<file path="config.mk">
export PLATFORM = sky130hd
export DESIGN_NAME = uart_tx_ctrl_flat
export DESIGN_NICKNAME = d
export VERILOG_FILES = /design/src/rtl/uart_pkg.sv /design/src/rtl/uart_tx_ctrl_if.sv /design/src/rtl/uart_tx_ctrl_baud_gen.sv /design/src/rtl/uart_tx_ctrl.sv /design/src/flat_wrapper.sv
export SDC_FILE = /design/constraint.sdc
export NUM_CORES = 1
export LEC_CHECK = 0
export ABC_AREA = 1
export BUFFER_PORTS_ARGS = -buffer_cell sky130_fd_sc_hd__buf_2
export CORE_AREA = 5 5 61 63
export CTS_CLUSTER_DIAMETER = 50
export DETAILED_ROUTE_END_ITERATION = 8
export DIE_AREA = 0 0 66 68
export PLACE_DENSITY = 0.75
export SLEW_MARGIN = 30
export SYNTH_ARGS = -nofsm -noshare
export SYNTH_HDL_FRONTEND = slang
export SYNTH_SLANG_ARGS = --single-unit
</file>
<file path="constraint.sdc">
create_clock -name clk -period 1.85 [get_ports clk]
set_input_delay 0.0925 -clock clk [delete_from_list [all_inputs] [get_ports clk]]
set_output_delay 0.0925 -clock clk [all_outputs]
set_load 0.01 [all_outputs]
</file>
<file path="src/rtl/uart_pkg.sv">
// Shared UART definitions: FSM state encoding, parity modes, frame constants.
// Latency: n/a (types and constants only).
// Backpressure: n/a.
package uart_pkg;

    typedef enum logic [2:0] {
        IDLE,
        START,
        DATA,
        PARITY,
        STOP
    } tx_state_t;

    localparam int PAR_NONE  = 0;
    localparam int PAR_EVEN  = 1;
    localparam int PAR_ODD   = 2;

    localparam int DATA_BITS = 8;

endpackage

</file>
<file path="src/rtl/uart_tx_ctrl_if.sv">
// Handshake bundle between the request source and the UART transmitter.
// Latency: n/a (wires only).
// Backpressure: none in the bundle; the source watches busy, and requests seen while busy are dropped.
//   start : one-cycle send request
//   data  : byte to send, sampled with start
//   tx    : serial line, idle high
//   busy  : frame in progress
//   done  : one-cycle pulse after the stop bit
interface uart_tx_ctrl_if;
    import uart_pkg::*;

    logic                 start;
    logic [DATA_BITS-1:0] data;
    logic                 tx;
    logic                 busy;
    logic                 done;

    modport master (output start, output data, input tx, input busy, input done);
    modport slave  (input start, input data, output tx, output busy, output done);

endinterface

</file>
<file path="src/rtl/uart_tx_ctrl_baud_gen.sv">
// Bit-period timer: counts 0..CLKS_PER_BIT-1 while enabled and flags the last count.
// Latency: bit_tick is combinational on the count; asserted during the cycle whose closing edge is the bit boundary.
// Backpressure: none; clr restarts the period and en freezes the count.
//   clk, rst : clock, synchronous active-high reset
//   clr      : restart the count at 0 on the next edge
//   en       : count enable
//   bit_tick : high for one cycle when the count sits at CLKS_PER_BIT-1
module baud_gen #(
    parameter int CLKS_PER_BIT = 10417
) (
    input  logic clk,
    input  logic rst,
    input  logic clr,
    input  logic en,
    output logic bit_tick
);

    localparam logic [15:0] LAST_CNT = 16'(CLKS_PER_BIT - 1);

    logic [15:0] cnt;

    assign bit_tick = en && (cnt == LAST_CNT);

    always_ff @(posedge clk) begin
        if (rst || clr) begin
            cnt <= '0;
        end else if (bit_tick) begin
            cnt <= '0;
        end else if (en) begin
            cnt <= cnt + 16'd1;
        end
    end

endmodule

</file>
<file path="src/rtl/uart_tx_ctrl.sv">
// UART transmitter: latches a byte on start and sends start, 8 data bits LSB-first, optional parity, stop.
// Latency: tx falls and busy rises one cycle after the accepting edge; frame is 10 or 11 bit periods.
// Backpressure: start while busy is dropped (not queued); done pulses once per completed frame.
//   clk, rst : clock, synchronous active-high reset
//   u        : slave side of uart_tx_ctrl_if (start/data in, tx/busy/done out, all outputs registered)
module uart_tx_ctrl #(
    parameter int CLKS_PER_BIT = 10417,
    parameter int PARITY       = 0
) (
    input  logic           clk,
    input  logic           rst,
    uart_tx_ctrl_if.slave  u
);
    import uart_pkg::*;

    if (PARITY != PAR_NONE && PARITY != PAR_EVEN && PARITY != PAR_ODD) begin : g_bad_parity
        $error("uart_tx_ctrl: PARITY must be 0 (none), 1 (even) or 2 (odd)");
    end
    if (CLKS_PER_BIT < 2 || CLKS_PER_BIT > 65535) begin : g_bad_clks
        $error("uart_tx_ctrl: CLKS_PER_BIT must be in 2..65535");
    end

    localparam logic [2:0] LAST_BIT = 3'(DATA_BITS - 1);

    tx_state_t            state;
    logic [DATA_BITS-1:0] shift;
    logic [2:0]           bit_cnt;
    logic                 par_acc;
    logic                 par_nxt;
    logic                 tx_q;
    logic                 busy_q;
    logic                 done_q;
    logic                 accept;
    logic                 bit_tick;

    assign accept  = (state == IDLE) && u.start;
    // Parity including the bit leaving on this boundary; used when the last data bit ends.
    assign par_nxt = par_acc ^ shift[0];

    baud_gen #(
        .CLKS_PER_BIT (CLKS_PER_BIT)
    ) u_baud_gen (
        .clk      (clk),
        .rst      (rst),
        .clr      (accept),
        .en       (state != IDLE),
        .bit_tick (bit_tick)
    );

    always_ff @(posedge clk) begin
        if (rst) begin
            state   <= IDLE;
            shift   <= '0;
            bit_cnt <= '0;
            par_acc <= 1'b0;
            tx_q    <= 1'b1;
            busy_q  <= 1'b0;
            done_q  <= 1'b0;
        end else begin
            done_q <= 1'b0;
            case (state)
                IDLE: begin
                    tx_q <= 1'b1;
                    if (u.start) begin
                        shift   <= u.data;
                        bit_cnt <= '0;
                        par_acc <= 1'b0;
                        tx_q    <= 1'b0;
                        busy_q  <= 1'b1;
                        state   <= START;
                    end
                end
                START: begin
                    if (bit_tick) begin
                        tx_q  <= shift[0];
                        state <= DATA;
                    end
                end
                DATA: begin
                    if (bit_tick) begin
                        shift   <= shift >> 1;
                        par_acc <= par_nxt;
                        if (bit_cnt == LAST_BIT) begin
                            if (PARITY != PAR_NONE) begin
                                tx_q  <= (PARITY == PAR_ODD) ? ~par_nxt : par_nxt;
                                state <= uart_pkg::PARITY;
                            end else begin
                                tx_q  <= 1'b1;
                                state <= STOP;
                            end
                        end else begin
                            // shift[1] becomes shift[0] on this same edge.
                            bit_cnt <= bit_cnt + 3'd1;
                            tx_q    <= shift[1];
                        end
                    end
                end
                uart_pkg::PARITY: begin
                    if (bit_tick) begin
                        tx_q  <= 1'b1;
                        state <= STOP;
                    end
                end
                STOP: begin
                    if (bit_tick) begin
                        busy_q <= 1'b0;
                        done_q <= 1'b1;
                        state  <= IDLE;
                    end
                end
                default: begin
                    tx_q   <= 1'b1;
                    busy_q <= 1'b0;
                    state  <= IDLE;
                end
            endcase
        end
    end

    assign u.tx   = tx_q;
    assign u.busy = busy_q;
    assign u.done = done_q;

endmodule

</file>
<file path="src/flat_wrapper.sv">
// flat-port wrapper written by rule: the top's interface ports become plain ports
module uart_tx_ctrl_flat import uart_pkg::*;
#(
    parameter int CLKS_PER_BIT = 10417,
    parameter int PARITY       = 0
)
  (clk, rst, u_start, u_data, u_tx, u_busy, u_done);
  uart_tx_ctrl_if u_i ();
  input  logic clk;
  input  logic rst;
  input wire logic [$bits(u_i.start)-1:0] u_start;
  input wire logic [$bits(u_i.data)-1:0] u_data;
  output wire logic [$bits(u_i.tx)-1:0] u_tx;
  output wire logic [$bits(u_i.busy)-1:0] u_busy;
  output wire logic [$bits(u_i.done)-1:0] u_done;
  assign u_i.start = u_start;
  assign u_i.data = u_data;
  assign u_tx = u_i.tx;
  assign u_busy = u_i.busy;
  assign u_done = u_i.done;
  uart_tx_ctrl #(.CLKS_PER_BIT(CLKS_PER_BIT), .PARITY(PARITY)) u_core (.clk(clk), .rst(rst), .u(u_i));
endmodule
</file>
* After elaboration in Yosys (flattened, before gate mapping) *
Index checks and enable logic that the tools add are counted.

operators by class
  equal/unequal tests = 13
  reductions and logical operators = 14
  $add $sub $neg = 2
  bitwise gates (word level) = 2
  multiplexer cells = 24

operator list
  operator                                                            count
  3-bit two-way mux                                                   9
  16-bit by 1-bit adder with 16-bit output (second input constant)    1
  16-bit by 14-bit == test with 1-bit output (second input constant)  1
  8-bit two-way mux                                                   2
  8-bit case mux with 2 select lines                                  1
  3-bit case mux with 5 select lines                                  1
  2-bit by 1-bit != test with 1-bit output (second input constant)    5
  1-bit two-way mux                                                   8
  4-bit AND reduction                                                 2
  3-bit by 2-bit == test with 1-bit output (second input constant)    2
  3-bit == test (second input constant)                               2
  3-bit case mux with 2 select lines                                  1
  3-bit AND reduction                                                 2
  6-bit AND reduction                                                 1
  1-bit case mux with 5 select lines                                  1
  2-bit != test (second input constant)                               2
  2-bit OR reduction                                                  2
  3-bit by 1-bit adder with 3-bit output (second input constant)      1
  3-bit by 1-bit == test with 1-bit output (second input constant)    1
  3-bit zero test                                                     1
  1-bit case mux with 3 select lines                                  1
  3-bit nonzero test                                                  1
  3-bit OR reduction                                                  1
  1-bit logical AND                                                   2
  other kinds (3)                                                     4

storage, ports and cells
  logic and storage cells = 62
  output and inout bits = 3
  register bits after elaboration = 33
  bits of input ports = 11

* Logic depth before layout (Yosys ltp) *
Gate-level depths: netlist of run 1.

  depth in word-level cells = 4
  depth in mapped cells = 12
  depth with buffers taken out = 12

* Cells and area by module *
A second synthesis of run 1 with hierarchy kept.

second synthesis, totals
  cell total of the unflattened synthesis = 262
  area, all modules = 1764.2 µm²

modules (own cells, without submodules)
  module        area each (µm²)  cells an instance  instances
  baud_gen      894.6            131                1
  uart_tx_ctrl  869.6            131                1

* Least setup slack after synthesis of run 1 *
OpenSTA, ideal clock, no wires.

  kind = reg-to-reg
  start point = reg u_core.u_baud_gen.cnt[0]
  end point = reg u_core.state[0]
  library setup time = 0.113 ns
  buffers on the path = 0
  data required time = 1.737 ns
  data arrival time = 1.390 ns
  stages on the path, launching flop included = 12
  clock period less this slack = 1.503 ns
  slack = 0.347 ns
  cells stage by stage = dfxtp_1 -> inv_1 -> ha_1 -> nand3_1 -> nor2_1 -> nand3_2 -> nand2_1 -> nand2_1 -> nor2_1 -> nand2_1 -> nand2_1 -> nor2_1

between the ends
  word-level cells in the longest chain between the ends = 4

ends and longest elaborated chain
  element                                             line                         RTL
  from (decl)                                         uart_tx_ctrl_baud_gen.sv:20  logic [15:0] cnt;
  from (signal assigned)                              uart_tx_ctrl_baud_gen.sv:30  cnt <= cnt + 16'd1;
  16-bit by 14-bit == test with 1-bit output (*)      uart_tx_ctrl_baud_gen.sv:22  assign bit_tick = en && (cnt == LAST_CNT);
  1-bit logical AND (*)                               uart_tx_ctrl_baud_gen.sv:22
  2-bit by 1-bit != test with 1-bit output (no line)  n/a
  6-bit AND reduction (no line) (*)                   n/a
  to (signal assigned)                                uart_tx_ctrl.sv:86           state <= uart_pkg::PARITY;
  to (decl)                                           uart_tx_ctrl.sv:25           tx_state_t state;

Every way passes the cells marked *; elsewhere a longest branch is shown, timed or not.
A chain may end at the register's enable or synchronous reset.

* Worst setup path in the final report of run 1 *
  start point = reg u_core.u_baud_gen.cnt[0]
  end point = reg u_core.state[1]

Same word-level chain as after synthesis.

==> run metrics, run 1 <==
setup_tns 0 ns; Slew headroom 81.92%; period utilisation layout 87.52%; Starting Density 53.99%; vias in the first global route 1,380; clk_lat worst skew 0.32 ns; Vias/cell just under 5; post-synth top area share about two fifths; Avg Cell Area, Syn 6.950 sq um; Max Clock Skew 0.002681 ns; Worst EP required 2.08 ns; CTS sink cnt 33; CTS clock-pin slew for the worst setup and hold paths 0.09 ns; number of fill cells in the layout 302; die span in x approximately 66 um; antenna violations before repair 0; Hold Crit Class in -> reg; Chip Height 68 um; worst-path maximum fanout 7; total CTS buffers 5; Ys Warns 0; count leader, synth nand2_1; FMAX 617.6 MHz; final wirelength 3239 um; gr busiest metal met2; maximum vdd drop ~0.49 mV; HP Start u_data[4]; drt first pass iters 4; Post-layout nets 285; Top Ports 14; minimum clock period 1.619 ns; Async SR Flop Fraction 0%; R2R Path Start u_core.u_baud_gen.cnt[0]; Clock Path Buffers 2; overall power ~2.2 mW; fin. max-slew vios 0; Worst-Margin Slew 0.2712 ns; largest net degree at the start of global routing 16; first-pass GRT wire length 5651 um; Post-synth top cells 62 x nand2_1, 33 x dfxtp_1, 32 x nor2_1; Netlist cell types 25; Layout Cells excl Fill 316; leak pwr 0.7947 nW; core area 3179 sq um; Setup crit end kind register; EDFF count, synth 0; Reg2Reg Setup Slack 0.23 ns; GRT Resource Usage Total 16.50%; port buffer count 13; Rows 21; Fin. Hold Viols 0; # DRC 0; First DRT Iteration DRCs 64; Seq/Total Area, Yosys slightly below 40%; status complete, no violations; DP HPWL about 2500 um; n_diodes 0; area delta synth->final 12.03%; hold endpoint u_core.shift[4]; Post-Syn Area 1717 sq um; grt met2 use a little under a third; max cap viols 0; Root Driver clkbuf_4; PwrDens around 1100 nW/um^2; Final Setup Violations 0; Net Count, Synth 262; worst reg2reg path depth 11; DP Worst Slack ~0.19 ns; CTS H-tree lvls 2; RSZ-0062 raised after global routing false; layout cell share with drive strength beyond 1 ~18%; FF+latch count, synth 33; crit path kind reg -> reg; placed cells between 300 and 400; met3 GRT Util slightly below 4%; cells after synthesis 247; slack of the critical path 0.2309 ns; hold depth 5; die area 4488 sq um; WP data arrival 1.85 ns; vias approximately 1,500; Antenna Nets Post-Route 0; synth top area cells dfxtp_1 38%, nand2_1 14%, nor2_1 7.0%; Fin Hold WS 0.1174 ns; drt wl/cell about 10 um; grt met1 use between 10% and 20%; CTS tree built; CP Launch Type register; ys flop type dfxtp_1; post-synth top area cell dfxtp_1; CP startpoint u_core.u_baud_gen.cnt[0]; placer's final routability congestion estimate 0.8528; GRT Residual Overflow 0; RR Endpoint u_core.state[1]
-- area by class of cell --
| class | instances | area (sq um) | share of cell area (%) |
|---|---|---|---|
| clock buffers | 7 | 55.05 | 2.863 |
| repair buffers | 21 | 127.6 | 6.636 |
| multi-input cells | 184 | 925.9 | 48.15 |
| inverters | 25 | 96.34 | 5.010 |
| flip-flops and latches | 33 | 660.6 | 34.35 |
| well taps | 46 | 57.56 | 2.993 |
-- what timing repair did --
action	CTS	global route
hold endpoints to repair	1	0
hold buffers	1	0
setup endpoints to repair	0	2
setup buffers	0	0
gates resized for setup	0	1
-- registers in the layout, summed over array words and instances, names as in the netlist --
register,cells
u_core.shift,8
u_core.u_baud_gen.cnt,16
u_core.state,3
u_core.u.done,1
u_core.u.busy,1
u_core.bit_cnt,3
u_core.u.tx,1
-- how the worst max path moves through the flow --
| stage | end | slack, ns | cells past startpoint |
|---|---|---|---|
| floorplan | u_core.state[0] | 0.35 | 11 |
| global placement | u_core.state[0] | 0.25 | 11 |
| detailed placement | u_core.state[0] | 0.19 | 11 |
| CTS | u_core.state[0] | 0.17 | 11 |
| global route | u_core.state[0] | 0.01 | 11 |
| finish | u_core.state[1] | 0.23 | 11 |
-- per-layer routing --
layer  up-vias  share of wire, %
met1       668                46
li1        837                 -
met2        18                49
met5         -                 0
met3         4               3.7
met4         0               1.3
-- layout by cell type, fill, tap and decap left out --
cell and instances:
a21oi_1 23, buf_2 13, buf_4 7, clkbuf_1 1
clkbuf_4 5, clkbuf_8 1, dfxtp_1 33, dlygate4sd3_1 1
ha_1 4, inv_1 18, inv_2 6, inv_4 1
nand2_1 62, nand2_2 4, nand3_1 21, nand3_2 2
nand3_4 1, nand3b_1 1, nand4_1 2, nor2_1 31
nor2_2 5, nor2_4 4, nor3_1 3, nor3b_1 2
o21ai_0 3, o21ai_1 10, xnor2_1 1, xor2_1 5
-- stage by stage --
stage | cell area, sq um | util, %
finish | 1923 | 60.49
global route | 1923 | 60.49
CTS | 1921 | 60.41
detailed placement | 1856 | 58.36
global placement | 1856 | 58.36
floorplan | 1717 | -
-- worst max-delay path, cell delays in order (launching register included) --
cell     delay (ns)
dfxtp_1        0.36
inv_1          0.08
ha_1           0.14
nand3_1        0.08
nor2_1         0.13
nand3_2        0.18
nand2_1        0.15
nand2_1        0.09
nor2_2         0.17
nand2_1        0.06
nand2_1        0.05
nor2_1         0.04
-- cells by family after synthesis --
kind of cell	count (synthesis)	share of synthesized area (%)
AND/OR/NAND/NOR	138	37.32
AO/OA/AOI/OAI	36	10.50
XOR/XNOR	6	3.061
flip-flops	33	38.48
adder cells (fa/ha/maj)	4	2.916
buffers and inverters	30	7.726
-- power by group --
group,leakage [nW],internal [mW],switching [mW],total [mW]
Combinational,0.495,0.328,0.590,0.918
Sequential,0.268,0.803,0.0786,0.882
Clock,0.0314,0.179,0.220,0.399
Total,0.795,1.31,0.889,2.20
(Power assumes the default switching activity.)
==> run 2, diff against run 1 <==
clock period = 1.5 ns   (was 1.85 ns; I/O delays follow)
==> run 2 against run 1 <==
  * The flow now finishes with violations (negative setup slack)
  * Non-clock buffer count increased by 15
  * Sequential power increased by 24%
  * Critical path depth decreased by 2
  * Utilization increased by 7.5 points
  * Total power increased by 39%
  * First-iteration DRC count increased by 17%
  * Clock power increased by 29%
  * Register-to-register slack got worse by 0.25 ns
  * Hold slack got worse by 0.041 ns
  * Wire length increased by 20%
  * Worst setup slack got worse by 0.25 ns
  * Largest power group unchanged
  * Highest routed layer unchanged
==> run metrics, run 2 (same netlist as run 1, synthesis figures left out) <==
fin. max-slew vios 0 (unchanged); R2R Path Start u_core.u_baud_gen.cnt[1]; CP Launch Type register; drt first pass iters 4 (unchanged); maximum vdd drop 0.7856 mV (+62%); Post-layout nets 300 (+5.3%); CTS clock-pin slew for the worst setup and hold paths 0.10 ns (about the same); Worst-Margin Slew 0.2876 ns (+0.01645 ns); CTS H-tree lvls 2 (unchanged); antenna violations before repair 0 (unchanged); crit path kind reg -> reg; leak pwr 0.8877 nW (+12%); Biggest register u_core.u_baud_gen.cnt; RSZ-0062 raised after global routing true; CTS tree built; Top Ports 14 (unchanged); Fin Hold WS 0.07630 ns (-0.04107 ns); layout cell share with drive strength beyond 1 29.82% (+12 points); # DRC 0 (unchanged); Logic pwr share 47.5% (+5.8 points); Slew headroom 80.82% (-1.1 points); vias in the first global route 1,456 (+5.5%); Root Driver clkbuf_4; Hold Crit Class in -> reg; Setup crit end kind register; GRT Residual Overflow 0 (unchanged); hold depth 5 (unchanged); CTS sink cnt 33 (unchanged); max cap viols 0 (unchanged); Final Setup Violations 3 (+3); setup_tns -0.04131 ns (-0.04131 ns); Pint 1.773 mW (+35%); slack of the critical path -0.01818 ns (-0.2491 ns); final wirelength 3894 um (+20%); core area 3179 sq um (unchanged); clk_lat worst skew 0.34 ns (+0.02 ns); PwrDens 1414 nW/um^2 (+24%); n_diodes 0 (unchanged); critical path's slowest cell dfxtp_2; sw power 1.282 mW (+44%); port buffer count 13 (unchanged); Antenna Nets Post-Route 0 (unchanged); Max Clock Skew 0.006236 ns (+0.003555 ns); CP bufs+invs 2 (+1); worst reg2reg path depth 9 (-2); Chip Height 68 um (unchanged); Vias/cell 5.066 (+4.8%); DP HPWL 2598 um (+4.1%); Starting Density 53.99% (unchanged); drt wl/cell 11.76 um (+15%); CP startpoint u_core.u_baud_gen.cnt[1]; Worst path max stage delay 0.34 ns (-0.02 ns); First DRT Iteration DRCs 75 (+17%); switch share 41.96% (+1.5 points); Largest register FFs 16 (unchanged); total CTS buffers 5 (unchanged); Clk pwr share 16.8% (-1.4 points); WP data arrival 1.79 ns (-0.06 ns); status finished, violations left; Rows 21 (unchanged); HP Start u_data[2]; worst-path maximum fanout 7 (unchanged); Largest regs u_core.u_baud_gen.cnt: 16 flops, u_core.shift: 8 flops; FMAX 658.7 MHz (+6.6%); minimum clock period 1.518 ns (-0.1009 ns); period utilisation layout 101.2% (+14 points); worst path cell trace inv_2, ha_4, nand3_4, nor2_4, nand3_4, nor2_4, buf_4, nand3_1, a21oi_1; area delta synth->final 25.87%; die area 4488 sq um (unchanged); Fin. Hold Viols 0 (unchanged); die span in x 66 um (unchanged); placer's final routability congestion estimate 0.8751 (+2.6%); vias 1,677 (+9.8%); Largest delay share family, worst path simple AND/OR/NAND/NOR gates; Clock Path Buffers 2 (unchanged); most frequent cells in the layout 57 x nand2_1, 28 x nor2_1, 27 x dfxtp_1; Sequential Power Share 35.7% (-4.4 points); most common cell after layout, fill and taps aside nand2_1; Worst EP required 1.77 ns (-0.31 ns); first-pass GRT wire length 6354 um (+12%); failing checks negative setup slack; Crit path depth 9 (-2); GRT Resource Usage Total 18.64% (+2.1 points); largest net degree at the start of global routing 16 (unchanged)
## run 2: cell count changes in the layout (fill, tap and decap cells not counted), sizes merged
cell	before	now
buf	20	35
## run 2: path summary, 6_finish.rpt
check | endpoint | slack, ns
worst max register to register | u_core.bit_cnt[2] | -0.02
worst min-delay path | u_core.shift[2] | 0.08
worst min register to register | u_core.u.busy | 0.46
worst max-delay path | u_core.bit_cnt[2] | -0.02
## run 2: area by class of cell
class                   count  area [sq um]
clock buffers               7         55.05
fillers                   270          1018
inverters                  25         96.34
multi-input cells         184          1041
flip-flops and latches     33         670.6
well taps                  46         57.56
repair buffers             36         240.2
## run 2: repair_timing
item | 4_1_cts | 5_1_grt
hold buffers | 1 | 0
cloned | 0 | 0
pin swaps | 7 | 6
endpoints found under the hold margin | 1 | 0
endpoints found under the setup margin | 9 | 32
gates resized for setup | 15 | 20
setup buffers | 4 | 0
## run 2: metal layers
metal | GRT usage [%] | vias to the layer above | wire [um]
li1 | - | 869 | -
met1 | 21.02 | 778 | 1672
met2 | 32.42 | 23 | 2010
met3 | 5.583 | 7 | 149
met4 | 8.629 | 0 | 62
met5 | 0 | - | 0
## run 2: power groups by stage
stage / registers, mW / logic, mW / clock network [mW]
5_1_grt: 1.10 / 1.62 / 0.577
2_1_floorplan: 1.10 / 0.886 / 0
3_5_place_dp: 1.08 / 1.20 / 0
6_report: 1.09 / 1.45 / 0.514
3_3_place_gp: 1.08 / 1.18 / 0
4_1_cts: 1.07 / 1.35 / 0.529
## run 2: worst register-to-register path, delay by kind of cell, from the launching register on
kind            cells  cell delay, ns
fa+ha+maj           1            0.14
compound gates      1            0.16
flops               1            0.34
simple gates        5            0.60
buf+inv             2            0.22
## run 2: per-stage QoR
stage / std cells / worst slack, ns / total power [mW] / util (%) / cell area [sq um]
detailed placement: 319 / -0.03812 / 2.282 / 61.04 / 1941
global route: 331 / -0.1072 / 3.298 / 67.97 / 2161
CTS: 331 / 0.002295 / 2.953 / 65.60 / 2086
global placement: 319 / 0.007654 / 2.263 / 61.04 / 1941
finish: 331 / -0.01818 / 3.055 / 67.97 / 2161
floorplan: 247 / 0.03133 / 1.987 / - / 1719
==> run 3, diff against run 2 <==
BUFFER_PORTS_ARGS = unset   (was -buffer_cell sky130_fd_sc_hd__buf_2)
CORE_AREA = 5 5 59 61   (was 5 5 61 63)
DIE_AREA = 0 0 64 66   (was 0 0 66 68)
DONT_BUFFER_PORTS = 1   (was unset)
PLACE_DENSITY = 0.76   (was 0.75)
==> run 3 against run 2 <==
  * The run now ends clean
  * Wire length grew 1.6%
  * Clock-buffer cell count is the same
  * Global-route usage grew 2.1 points
  * Combinational power grew 6%
  * Sequential power is essentially flat
  * Cell count shrank 3.9%
  * Clock skew grew 0.0067 ns
  * Fmax grew 1.5%
==> run metrics, run 3 (same netlist as run 1, synthesis figures left out) <==
status complete, no violations; CP bufs+invs 2 (unchanged); Setup crit end kind register; Pint 1.979 mW (+12%); Vias/cell 5.277 (+4.2%); CTS H-tree lvls 2 (unchanged); Biggest register u_core.u_baud_gen.cnt; maximum vdd drop 1.542 mV (+96%); Crit path depth 9 (unchanged); switch share 40.09% (-1.9 points); Worst path max stage delay 0.34 ns (about the same); CP Launch Type register; WP data arrival 1.77 ns (-0.02 ns); total CTS buffers 5 (unchanged); Reg2Reg Setup Slack 0.004 ns (+0.02 ns); R2R Path Start u_core.u_baud_gen.cnt[1]; worst path cell trace inv_2, ha_4, nand3_4, nor2_4, nand3_4, nor2_4, buf_6, nand3_2, a21oi_2; Max Clock Skew 0.01298 ns (+0.006744 ns); Largest regs u_core.u_baud_gen.cnt: 16 flops, u_core.shift: 8 flops; hold depth 3 (-2); GRT Residual Overflow 0 (unchanged); most common cell after layout, fill and taps aside nand2_1; Root Driver clkbuf_4; Starting Density 58.63% (+4.6 points); slack of the critical path 0.004387 ns (+0.02256 ns); DP HPWL 2557 um (-1.6%); Sequential Power Share 32.6% (-3.1 points); CTS sink cnt 33 (unchanged); most frequent cells in the layout 57 x nand2_1, 29 x nor2_1, 29 x dfxtp_1; Chip Height 66 um (-2.9%); Worst EP required 1.77 ns (about the same); HP Start u_start; drt first pass iters 4 (unchanged); RR Endpoint u_core.bit_cnt[2]; Antenna Nets Post-Route 0 (unchanged); GRT Resource Usage Total 20.76% (+2.1 points); layout cell share with drive strength beyond 1 26.32% (-3.5 points); largest net degree at the start of global routing 15 (-1); clk_lat worst skew 0.35 ns (about the same); capture point of the worst path u_core.bit_cnt[2]; worst reg2reg path depth 9 (unchanged); CTS tree built; crit path kind reg -> reg; FMAX 668.6 MHz (+1.5%); Slew headroom 59.08% (-22 points); n_diodes 0 (unchanged); Largest delay share family, worst path simple AND/OR/NAND/NOR gates; leak pwr 0.8994 nW (+1.3%); Logic pwr share 46.2% (-1.3 points); area delta synth->final 30.54%; Top Ports 14 (unchanged); core area 2928 sq um (-7.9%); DP Worst Slack -0.04296 ns (-0.004845 ns); vias in the first global route 1,599 (+9.8%); number of fill cells in the layout 197 (-27%); placer's final routability congestion estimate 0.8865 (+1.3%); port buffer count 0 (-13); CTS clock-pin slew for the worst setup and hold paths 0.11 ns (about the same); minimum clock period 1.496 ns (-0.02256 ns); Clk pwr share 21.2% (+4.4 points); vias 1,678 (+0.060%); First DRT Iteration DRCs 117 (+56%); Hold Crit Class in -> reg; PwrDens 1474 nW/um^2 (+4.3%); critical path's slowest cell dfxtp_2; overall power 3.303 mW (+8.1%); max cap viols 0 (unchanged); antenna violations before repair 0 (unchanged); Fin. Hold Viols 0 (unchanged); first-pass GRT wire length 6865 um (+8.0%); fin. max-slew vios 0 (unchanged); CP startpoint u_core.u_baud_gen.cnt[1]; worst-path maximum fanout 7 (unchanged); Worst-Margin Slew 0.6117 ns (+0.3241 ns); Final Setup Violations 0 (-3); Clock Path Buffers 2 (unchanged); drt wl/cell 12.44 um (+5.8%); Largest register FFs 16 (unchanged); Rows 20 (-4.8%); # DRC 0 (unchanged); die span in x 64 um (-3.0%); period utilisation layout 99.71% (-1.5 points); Post-layout nets 299 (-0.33%); sw power 1.324 mW (+3.3%); RSZ-0062 raised after global routing true; die area 4224 sq um (-5.9%); final wirelength 3957 um (+1.6%)
run 3: through the flow:
step,std cells,area (sq um),utilization (%),hold slack (ns),TNS [ns]
2_1_floorplan,247,1719,-,0.1441,0
3_5_place_dp,295,1887,64.44,0.1490,-0.09230
5_1_grt,318,2241,76.54,0.07894,-1.156
6_report,318,2241,76.54,0.08326,0
4_1_cts,318,2140,73.08,0.04047,0
3_3_place_gp,295,1887,64.44,0.1464,0
run 3: power groups by stage:
stage | combinational (mW) | sequential, mW | clock, mW
after global routing | 1.70 | 1.09 | 0.760
final | 1.53 | 1.08 | 0.700
after floorplan | 0.886 | 1.10 | 0
after detailed placement | 1.23 | 1.09 | 0
after global placement | 1.22 | 1.08 | 0
after CTS | 1.29 | 1.07 | 0.718
run 3: tightest hold or removal path, stage by stage:
cell and delay (ns):
nand2_2 0.08, buf_12 0.14, a21oi_1 0.09
run 3: worst min-delay path by stage:
stage,end
2_1_floorplan,u_core.shift[1]
3_3_place_gp,u_core.shift[1]
3_5_place_dp,u_core.shift[3]
4_1_cts,u_core.u.busy
5_1_grt,u_core.u.busy
6_report,u_core.u.busy
run 3: timing repair:
item,in CTS,in global routing
hold endpoints to repair,17,0
setup buffers,4,0
gates resized for setup,11,26
cloned,0,0
endpoints found under the setup margin,3,25
hold buffers,11,0
pin swaps,7,7
run 3: area by class of cell:
type / instances / area, sq um / area share (%)
multi-input cells: 184 / 1036 / 46.23
flip-flops and latches: 33 / 665.6 / 29.70
repair buffers: 35 / 314.1 / 14.01
inverters: 25 / 98.84 / 4.411
clock buffers: 7 / 55.05 / 2.457
well taps: 33 / 41.29 / 1.843
clock inverters: 1 / 30.03 / 1.340
run 3: per-layer routing:
layer	track usage, %	wire length, um	vias to the layer above
met1	25.29	1806	764
li1	-	-	874
met4	7.792	55	0
met2	34.30	1960	32
met3	6.122	135	8
met5	0	0	-
